`config.mk`:
```
export PLATFORM = sky130hd
export DESIGN_NAME = pipe_stage_skid_flat
export DESIGN_NICKNAME = d
export VERILOG_FILES = /design/src/rtl/pipe_pkg.sv /design/src/rtl/pipe_stage_skid_if.sv /design/src/rtl/pipe_slot.sv /design/src/rtl/pipe_stage_skid.sv /design/src/flat_wrapper.sv
export SDC_FILE = /design/constraint.sdc
export NUM_CORES = 1
export LEC_CHECK = 0
export CORE_MARGIN = 5
export CORE_UTILIZATION = 40
export DETAILED_ROUTE_END_ITERATION = 8
export PLACE_DENSITY = 0.65
export SYNTH_ARGS = -nofsm -noshare
export SYNTH_HDL_FRONTEND = slang
export SYNTH_HIERARCHICAL = 1
export SYNTH_SLANG_ARGS = --single-unit
```
`constraint.sdc`:
```
create_clock -name clk -period 2.7 [get_ports clk]
set_input_delay 0.405 -clock clk [delete_from_list [all_inputs] [get_ports clk]]
set_output_delay 0.405 -clock clk [all_outputs]
set_load 0.02 [all_outputs]
```
`src/rtl/pipe_pkg.sv`:
```
// Shared pipeline-stage layout: widths, EX/ME field offsets and the stage-register state encoding.
// Purely declarative; no latency or flow control of its own.
package pipe_pkg;

    localparam int XLEN      = 32;
    localparam int MEM_LEN_W = 2;

    // Control payload bit positions (side-effect bits that must die on a bubble)
    localparam int CTRL_REG_W  = 0;
    localparam int CTRL_MEM_W  = 1;
    localparam int CTRL_MEM_R  = 2;
    localparam int CTRL_BRANCH = 3;
    localparam int STAGE_CTRL_W = 4;

    // Data payload field offsets; the top 3 bits are spare so every stage shares one 198-bit layout
    localparam int DATA_VAL_LSB       = 0;
    localparam int DATA_REG_DATA_LSB  = DATA_VAL_LSB + XLEN;
    localparam int DATA_MEM_ADDR_LSB  = DATA_REG_DATA_LSB + XLEN;
    localparam int DATA_MEM_DATA_LSB  = DATA_MEM_ADDR_LSB + XLEN;
    localparam int DATA_BRANCH_PC_LSB = DATA_MEM_DATA_LSB + XLEN;
    localparam int DATA_PC_LSB        = DATA_BRANCH_PC_LSB + XLEN;
    localparam int DATA_MEM_LEN_LSB   = DATA_PC_LSB + XLEN;
    localparam int DATA_MEM_UNS_BIT   = DATA_MEM_LEN_LSB + MEM_LEN_W;
    localparam int STAGE_DATA_W       = 198;

    typedef enum logic [1:0] {
        ST_EMPTY = 2'd0,
        ST_ONE   = 2'd1,
        ST_TWO   = 2'd2
    } state_t;

    function automatic logic [1:0] occ_of(input state_t s);
        logic [1:0] occ;
        occ = 2'd0;
        case (s)
            ST_ONE:  occ = 2'd1;
            ST_TWO:  occ = 2'd2;
            default: occ = 2'd0;
        endcase
        return occ;
    endfunction

endpackage

```
`src/rtl/pipe_stage_skid_if.sv`:
```
// Valid/ready stream carrying one pipeline entry (ctrl + data); master drives valid/ctrl/data.
// No storage: latency 0, ready flows from slave back to master.
interface pipe_stage_skid_if
    import pipe_pkg::*;
#(
    parameter int CTRL_W = STAGE_CTRL_W,
    parameter int DATA_W = STAGE_DATA_W
);
    logic              valid;
    logic              ready;
    logic [CTRL_W-1:0] ctrl;
    logic [DATA_W-1:0] data;

    modport master (output valid, output ctrl, output data, input ready);
    modport slave  (input valid, input ctrl, input data, output ready);
endinterface

```
`src/rtl/pipe_slot.sv`:
```
// One held pipeline entry; load captures ctrl/data, clear kills valid/ctrl but keeps data to avoid toggling.
// Latency 1 cycle; no flow control of its own, clear has priority over load.
module pipe_slot #(
    parameter int CTRL_W = 4,
    parameter int DATA_W = 198
) (
    input  logic              clk,
    input  logic              rst_n,
    input  logic              load,
    input  logic              clear,
    input  logic [CTRL_W-1:0] ctrl_d,
    input  logic [DATA_W-1:0] data_d,
    output logic              vld,
    output logic [CTRL_W-1:0] ctrl,
    output logic [DATA_W-1:0] data
);

    always_ff @(posedge clk or negedge rst_n) begin
        if (!rst_n) begin
            vld  <= 1'b0;
            ctrl <= '0;
            data <= '0;
        end else if (clear) begin
            vld  <= 1'b0;
            ctrl <= '0;
        end else if (load) begin
            vld  <= 1'b1;
            ctrl <= ctrl_d;
            data <= data_d;
        end
    end

endmodule

```
`src/rtl/pipe_stage_skid.sv`:
```
// Pipeline stage register with flush and bubble gating; optional skid entry gives a registered in_ready.
// Latency 1 cycle; SKID=1 absorbs one entry under backpressure at full rate, SKID=0 passes out_ready through.
module pipe_stage_skid
    import pipe_pkg::*;
#(
    parameter int DATA_W = STAGE_DATA_W,
    parameter int CTRL_W = STAGE_CTRL_W,
    parameter bit SKID   = 1'b1
) (
    input  logic                      clk,
    input  logic                      rst_n,
    input  logic                      flush,
    pipe_stage_skid_if.slave          in_if,
    pipe_stage_skid_if.master         out_if,
    output logic [1:0]                occupancy
);

    state_t            state_q, state_d;
    logic              in_rdy;
    logic              in_xfer, out_xfer;
    logic              main_load, main_clear, skid_load, skid_clear, use_skid;
    logic              main_vld;
    logic [CTRL_W-1:0] main_ctrl, main_ctrl_d, skid_ctrl;
    logic [DATA_W-1:0] main_data, main_data_d, skid_data;

    assign in_xfer  = in_if.valid & in_rdy;
    assign out_xfer = main_vld & out_if.ready;

    always_ff @(posedge clk or negedge rst_n) begin
        if (!rst_n) begin
            state_q <= ST_EMPTY;
        end else begin
            state_q <= state_d;
        end
    end

    always_comb begin
        state_d    = state_q;
        main_load  = 1'b0;
        main_clear = 1'b0;
        skid_load  = 1'b0;
        skid_clear = 1'b0;
        use_skid   = 1'b0;
        if (flush) begin
            state_d    = ST_EMPTY;
            main_clear = 1'b1;
            skid_clear = 1'b1;
        end else begin
            case (state_q)
                ST_EMPTY: begin
                    if (in_xfer) begin
                        state_d   = ST_ONE;
                        main_load = 1'b1;
                    end
                end
                ST_ONE: begin
                    if (in_xfer && out_xfer) begin
                        main_load = 1'b1;
                    end else if (in_xfer) begin
                        state_d   = ST_TWO;
                        skid_load = 1'b1;
                    end else if (out_xfer) begin
                        state_d    = ST_EMPTY;
                        main_clear = 1'b1;
                    end
                end
                ST_TWO: begin
                    // in_ready is low here, so only the drain of main can happen
                    if (out_xfer) begin
                        state_d    = ST_ONE;
                        main_load  = 1'b1;
                        use_skid   = 1'b1;
                        skid_clear = 1'b1;
                    end
                end
                default: begin
                    state_d = ST_EMPTY;
                end
            endcase
        end
    end

    assign main_ctrl_d = use_skid ? skid_ctrl : in_if.ctrl;
    assign main_data_d = use_skid ? skid_data : in_if.data;

    pipe_slot #(.CTRL_W(CTRL_W), .DATA_W(DATA_W)) u_main (
        .clk    (clk),
        .rst_n  (rst_n),
        .load   (main_load),
        .clear  (main_clear),
        .ctrl_d (main_ctrl_d),
        .data_d (main_data_d),
        .vld    (main_vld),
        .ctrl   (main_ctrl),
        .data   (main_data)
    );

    generate
        if (SKID) begin : g_skid
            logic skid_vld;

            pipe_slot #(.CTRL_W(CTRL_W), .DATA_W(DATA_W)) u_skid (
                .clk    (clk),
                .rst_n  (rst_n),
                .load   (skid_load),
                .clear  (skid_clear),
                .ctrl_d (in_if.ctrl),
                .data_d (in_if.data),
                .vld    (skid_vld),
                .ctrl   (skid_ctrl),
                .data   (skid_data)
            );

            // Skid occupied <=> state TWO, so its valid flop doubles as the registered ready
            assign in_rdy = ~skid_vld;
        end else begin : g_noskid
            assign skid_ctrl = '0;
            assign skid_data = '0;
            assign in_rdy    = ~main_vld | out_if.ready;
        end
    endgenerate

    assign in_if.ready  = in_rdy;
    assign out_if.valid = main_vld;
    assign out_if.ctrl  = main_ctrl & {CTRL_W{main_vld}};
    assign out_if.data  = main_data;
    assign occupancy    = occ_of(state_q);

endmodule

```
`src/flat_wrapper.sv`:
```
// flat-port wrapper written by rule: the top's interface ports become plain ports
module pipe_stage_skid_flat import pipe_pkg::*;
#(
    parameter int DATA_W = STAGE_DATA_W,
    parameter int CTRL_W = STAGE_CTRL_W,
    parameter bit SKID   = 1'b1
)
  (clk, rst_n, flush, occupancy, in_if_valid, in_if_ctrl, in_if_data, in_if_ready, out_if_valid, out_if_ctrl, out_if_data, out_if_ready);
  pipe_stage_skid_if #(.CTRL_W(CTRL_W), .DATA_W(DATA_W)) in_if_i ();
  pipe_stage_skid_if #(.CTRL_W(CTRL_W), .DATA_W(DATA_W)) out_if_i ();
  input  logic clk;
  input  logic rst_n;
  input  logic flush;
  output logic [1:0] occupancy;
  input wire logic [$bits(in_if_i.valid)-1:0] in_if_valid;
  input wire logic [$bits(in_if_i.ctrl)-1:0] in_if_ctrl;
  input wire logic [$bits(in_if_i.data)-1:0] in_if_data;
  output wire logic [$bits(in_if_i.ready)-1:0] in_if_ready;
  output wire logic [$bits(out_if_i.valid)-1:0] out_if_valid;
  output wire logic [$bits(out_if_i.ctrl)-1:0] out_if_ctrl;
  output wire logic [$bits(out_if_i.data)-1:0] out_if_data;
  input wire logic [$bits(out_if_i.ready)-1:0] out_if_ready;
  assign in_if_i.valid = in_if_valid;
  assign in_if_i.ctrl = in_if_ctrl;
  assign in_if_i.data = in_if_data;
  assign in_if_ready = in_if_i.ready;
  assign out_if_valid = out_if_i.valid;
  assign out_if_ctrl = out_if_i.ctrl;
  assign out_if_data = out_if_i.data;
  assign out_if_i.ready = out_if_ready;
  pipe_stage_skid #(.DATA_W(DATA_W), .CTRL_W(CTRL_W), .SKID(SKID)) u_core (.clk(clk), .rst_n(rst_n), .flush(flush), .in_if(in_if_i), .out_if(out_if_i), .occupancy(occupancy));
endmodule
```
==> flow_metrics.env <==
export IMPL_outcome="finished clean"
export IMPL_drtAntennaViolNets=0
export IMPL_postCtsSetupBuffers=0
export IMPL_antenna_found_initial=2
export IMPL_setup_violations=0
export IMPL_gp_congestion=0.777
export IMPL_drive_above_1_share=0.458
export IMPL_grt_pass1_wl_um=72600
export IMPL_setup_tns_ns=0
export IMPL_placementRows=80
export IMPL_postCtsHoldBufs=1
export IMPL_overflow=0
export IMPL_ios=413
export IMPL_coreArea_mm2=0.0476
export IMPL_num_vias=10900
export IMPL_min_path_type="in2async"
export IMPL_worstMarginPinSlew_ns=0.717
export IMPL_synth_seq_cells=408
export IMPL_viasPerCell=4.86
export IMPL_yosysTopAreaCellShare=0.531
export IMPL_wl_per_cell_um=20.9
export IMPL_powerDensity_mw_per_mm2=854
export IMPL_relSlewSlack=0.522
export IMPL_synth_top_cell_by_area="dfrtp_1"
export IMPL_rrSetupSlack_ns=0.25
export IMPL_end_kind="register"
export IMPL_grt_usage=0.173
export IMPL_avgSynthCellArea_um2=17.2
export IMPL_period_needed_ns=2.45
export IMPL_finalCritPeriodShare=0.906
export IMPL_drt_wl_total_um=46700
export IMPL_criticalPathCategory="reg2reg"
export IMPL_yosysSeqAreaShare=0.531
export IMPL_die_width_um=229
export IMPL_cp_required_ns=3.13
export IMPL_synth_top_family_by_area="multiplexers"
export IMPL_leakage_nw=11.2
export IMPL_syn_nets=1326
export IMPL_final_util=0.542
export IMPL_drv_slew=0
export IMPL_total_power_mw=22.1
export IMPL_grt_pass1_vias=12200
export IMPL_cts_root_buf="clkbuf_16"
export IMPL_startpoint="u_core/state_q[1]"
export IMPL_r2r_end="u_core/g_skid.u_skid/data[25]"
export IMPL_rsz0062_at_grt="no"
export IMPL_crit_path_start_kind="register"
export IMPL_reg2reg_depth=7
export IMPL_hold_viol_final=0
export IMPL_synth_warnings=6
export IMPL_cts_buffers=45
export IMPL_drc_errors=0
export IMPL_first_iter_violations=364
export IMPL_synthSimpleGateAreaFrac=0.0103
export IMPL_synthesis_area_mm2=0.0192
export IMPL_synth_xor_area_share=0
export IMPL_dr_pass1_iters=4
export IMPL_fin_ws_ns=0.255
export IMPL_tritoncts="built"
export IMPL_nNetsFinal=1796
export IMPL_synth_area_mux_share=0.413
export IMPL_io_buffers=412
export IMPL_timing_rr_start="u_core/state_q[1]"
export IMPL_dp_hpwl_um=33300
export IMPL_syn_to_final_growth_pct=34.3
export IMPL_h_tree_depth=2
export IMPL_die_h_um=229
export IMPL_cts_sinks=408
export IMPL_max_clock_freq_ghz=0.409
export IMPL_fp_dieArea_mm2=0.0526
export IMPL_pre_cts_ws_ns=-0.0390
export IMPL_peakVddDrop_uv=545
export IMPL_syn_inst=1119
export IMPL_synth_top_cells_by_area="dfrtp_1, mux2_4, mux2_2, buf_12, buf_6"
export IMPL_grt_max_degree=77
export IMPL_cts_resized=0
export IMPL_synth_fa_ha_area_frac=0
export IMPL_synth_compound_area_share=0.00247
export IMPL_clk_pin_slew_worst_paths_ns=0.06
export IMPL_path_max_fanout=26
export IMPL_clock_path_buffers=3
export IMPL_finClkSkew_ns=0.0128
export IMPL_clock_latency_ns=0.55
export IMPL_crit_arrival_ns=2.88
export IMPL_start_util=0.404
export IMPL_synth_cell_types=29
export IMPL_maxCapViolations=0
cells by family (layout without fill, tap and decap cells):
group                  after synthesis  in the layout
buffers and inverters               70            568
flip-flops                         408            408
AO/OA/AOI/OAI                        6              6
AND/OR/NAND/NOR                     29             29
other                                0              1
multiplexers                       606            606
worst max-delay path by stage:
| stage | slack (ns) | end | cells after the start |
|---|---|---|---|
| 2_1_floorplan | 0.33 | u_core/g_skid.u_skid/data[100] | 9 |
| 3_3_place_gp | -0.02 | u_core/u_main/data[71] | 8 |
| 3_5_place_dp | -0.04 | u_core/u_main/data[17] | 8 |
| 4_1_cts | 0.22 | u_core/g_skid.u_skid/data[8] | 7 |
| 5_1_grt | 0.06 | u_core/g_skid.u_skid/data[25] | 7 |
| 6_report | 0.25 | u_core/g_skid.u_skid/data[25] | 7 |
cell usage after synthesis:
| cell type | instances |
|---|---|
| a21oi_1 | 1 |
| nor2_8 | 1 |
| mux2_4 | 300 |
| buf_4 | 2 |
| a211o_1 | 1 |
| or3_1 | 1 |
| mux2_1 | 10 |
| nand2b_1 | 3 |
| nand4b_1 | 1 |
| a31oi_1 | 1 |
| nor2b_1 | 1 |
| and2_1 | 4 |
| nand4b_4 | 1 |
| nand3_1 | 1 |
| inv_1 | 2 |
| nand2_1 | 1 |
| a221oi_1 | 1 |
| dfrtp_1 | 408 |
| buf_8 | 1 |
| a41o_1 | 1 |
| buf_6 | 32 |
| nor2b_4 | 2 |
| nor2_1 | 12 |
| buf_12 | 19 |
| mux2i_1 | 8 |
| buf_2 | 14 |
| mux2_2 | 288 |
| nor3b_1 | 1 |
| o31a_1 | 1 |
report_power, final:
part / total, mW / switching [mW] / internal [mW]
Combinational: 6.64 / 2.60 / 4.04
Sequential: 9.20 / 1.15 / 8.05
Clock: 6.22 / 2.42 / 3.80
final cells by class:
| class | instances | area [um2] |
|---|---|---|
| tap | 615 | 769 |
| clock buffer | 65 | 1340 |
| inverter | 2 | 7.51 |
| antenna | 1 | 2.50 |
| multi-input combinational | 641 | 8190 |
| fill | 3881 | 21800 |
| sequential | 408 | 10200 |
| timing repair buffer | 491 | 5170 |
| clock inverter | 10 | 155 |
per-layer routing:
metal | track usage | wire (um)
met1 | 0.226 | 20500
met2 | 0.278 | 22000
met3 | 0.0521 | 3040
met4 | 0.0532 | 1290
met5 | 0 | 0
flip-flops by register name, indices dropped and copies added (netlist names):
name	cells
u_core/g_skid.u_skid/vld	1
u_core/g_skid.u_skid/ctrl	4
u_core/state_q	2
u_core/g_skid.u_skid/data	198
u_core/u_main/data	198
u_core/u_main/ctrl	4
u_core/u_main/vld	1
layout by cell type (no fill, tap or decap), drive strengths merged:
cell	count
mux2	598
clkdlybuf4s50	411
dfrtp	408
buf	79
clkbuf	65
nor2	13
mux2i	8
bufinv	4
clkinv	4
and2	4
nand2b	3
nor2b	3
clkinvlp	2
inv	2
nand4b	2
diode	1
dlygate4sd3	1
a41o	1
nand3	1
nand2	1
nor3b	1
o31a	1
or3	1
a21oi	1
a221oi	1
a211o	1
a31oi	1
stage by stage:
stage                     instance area, um2  hold slack, ns  std cells
after global routing                   25800           0.469       2233
final                                  25800           0.483       2233
after detailed placement               24300           0.472       2156
after floorplan                        19200           0.109       1119
after global placement                 24300           0.468       2156
after CTS                              25800           0.442       2232
critical path, cell delays in order (launching register included):
cell and delay, ns:
dfrtp_1 0.46, nor2b_1 0.25, nand3_1 0.15, nor3b_1 0.32, nor2b_4 0.28, buf_12 0.25
buf_12 0.23, mux2_2 0.36
(Power assumes the default switching activity.)
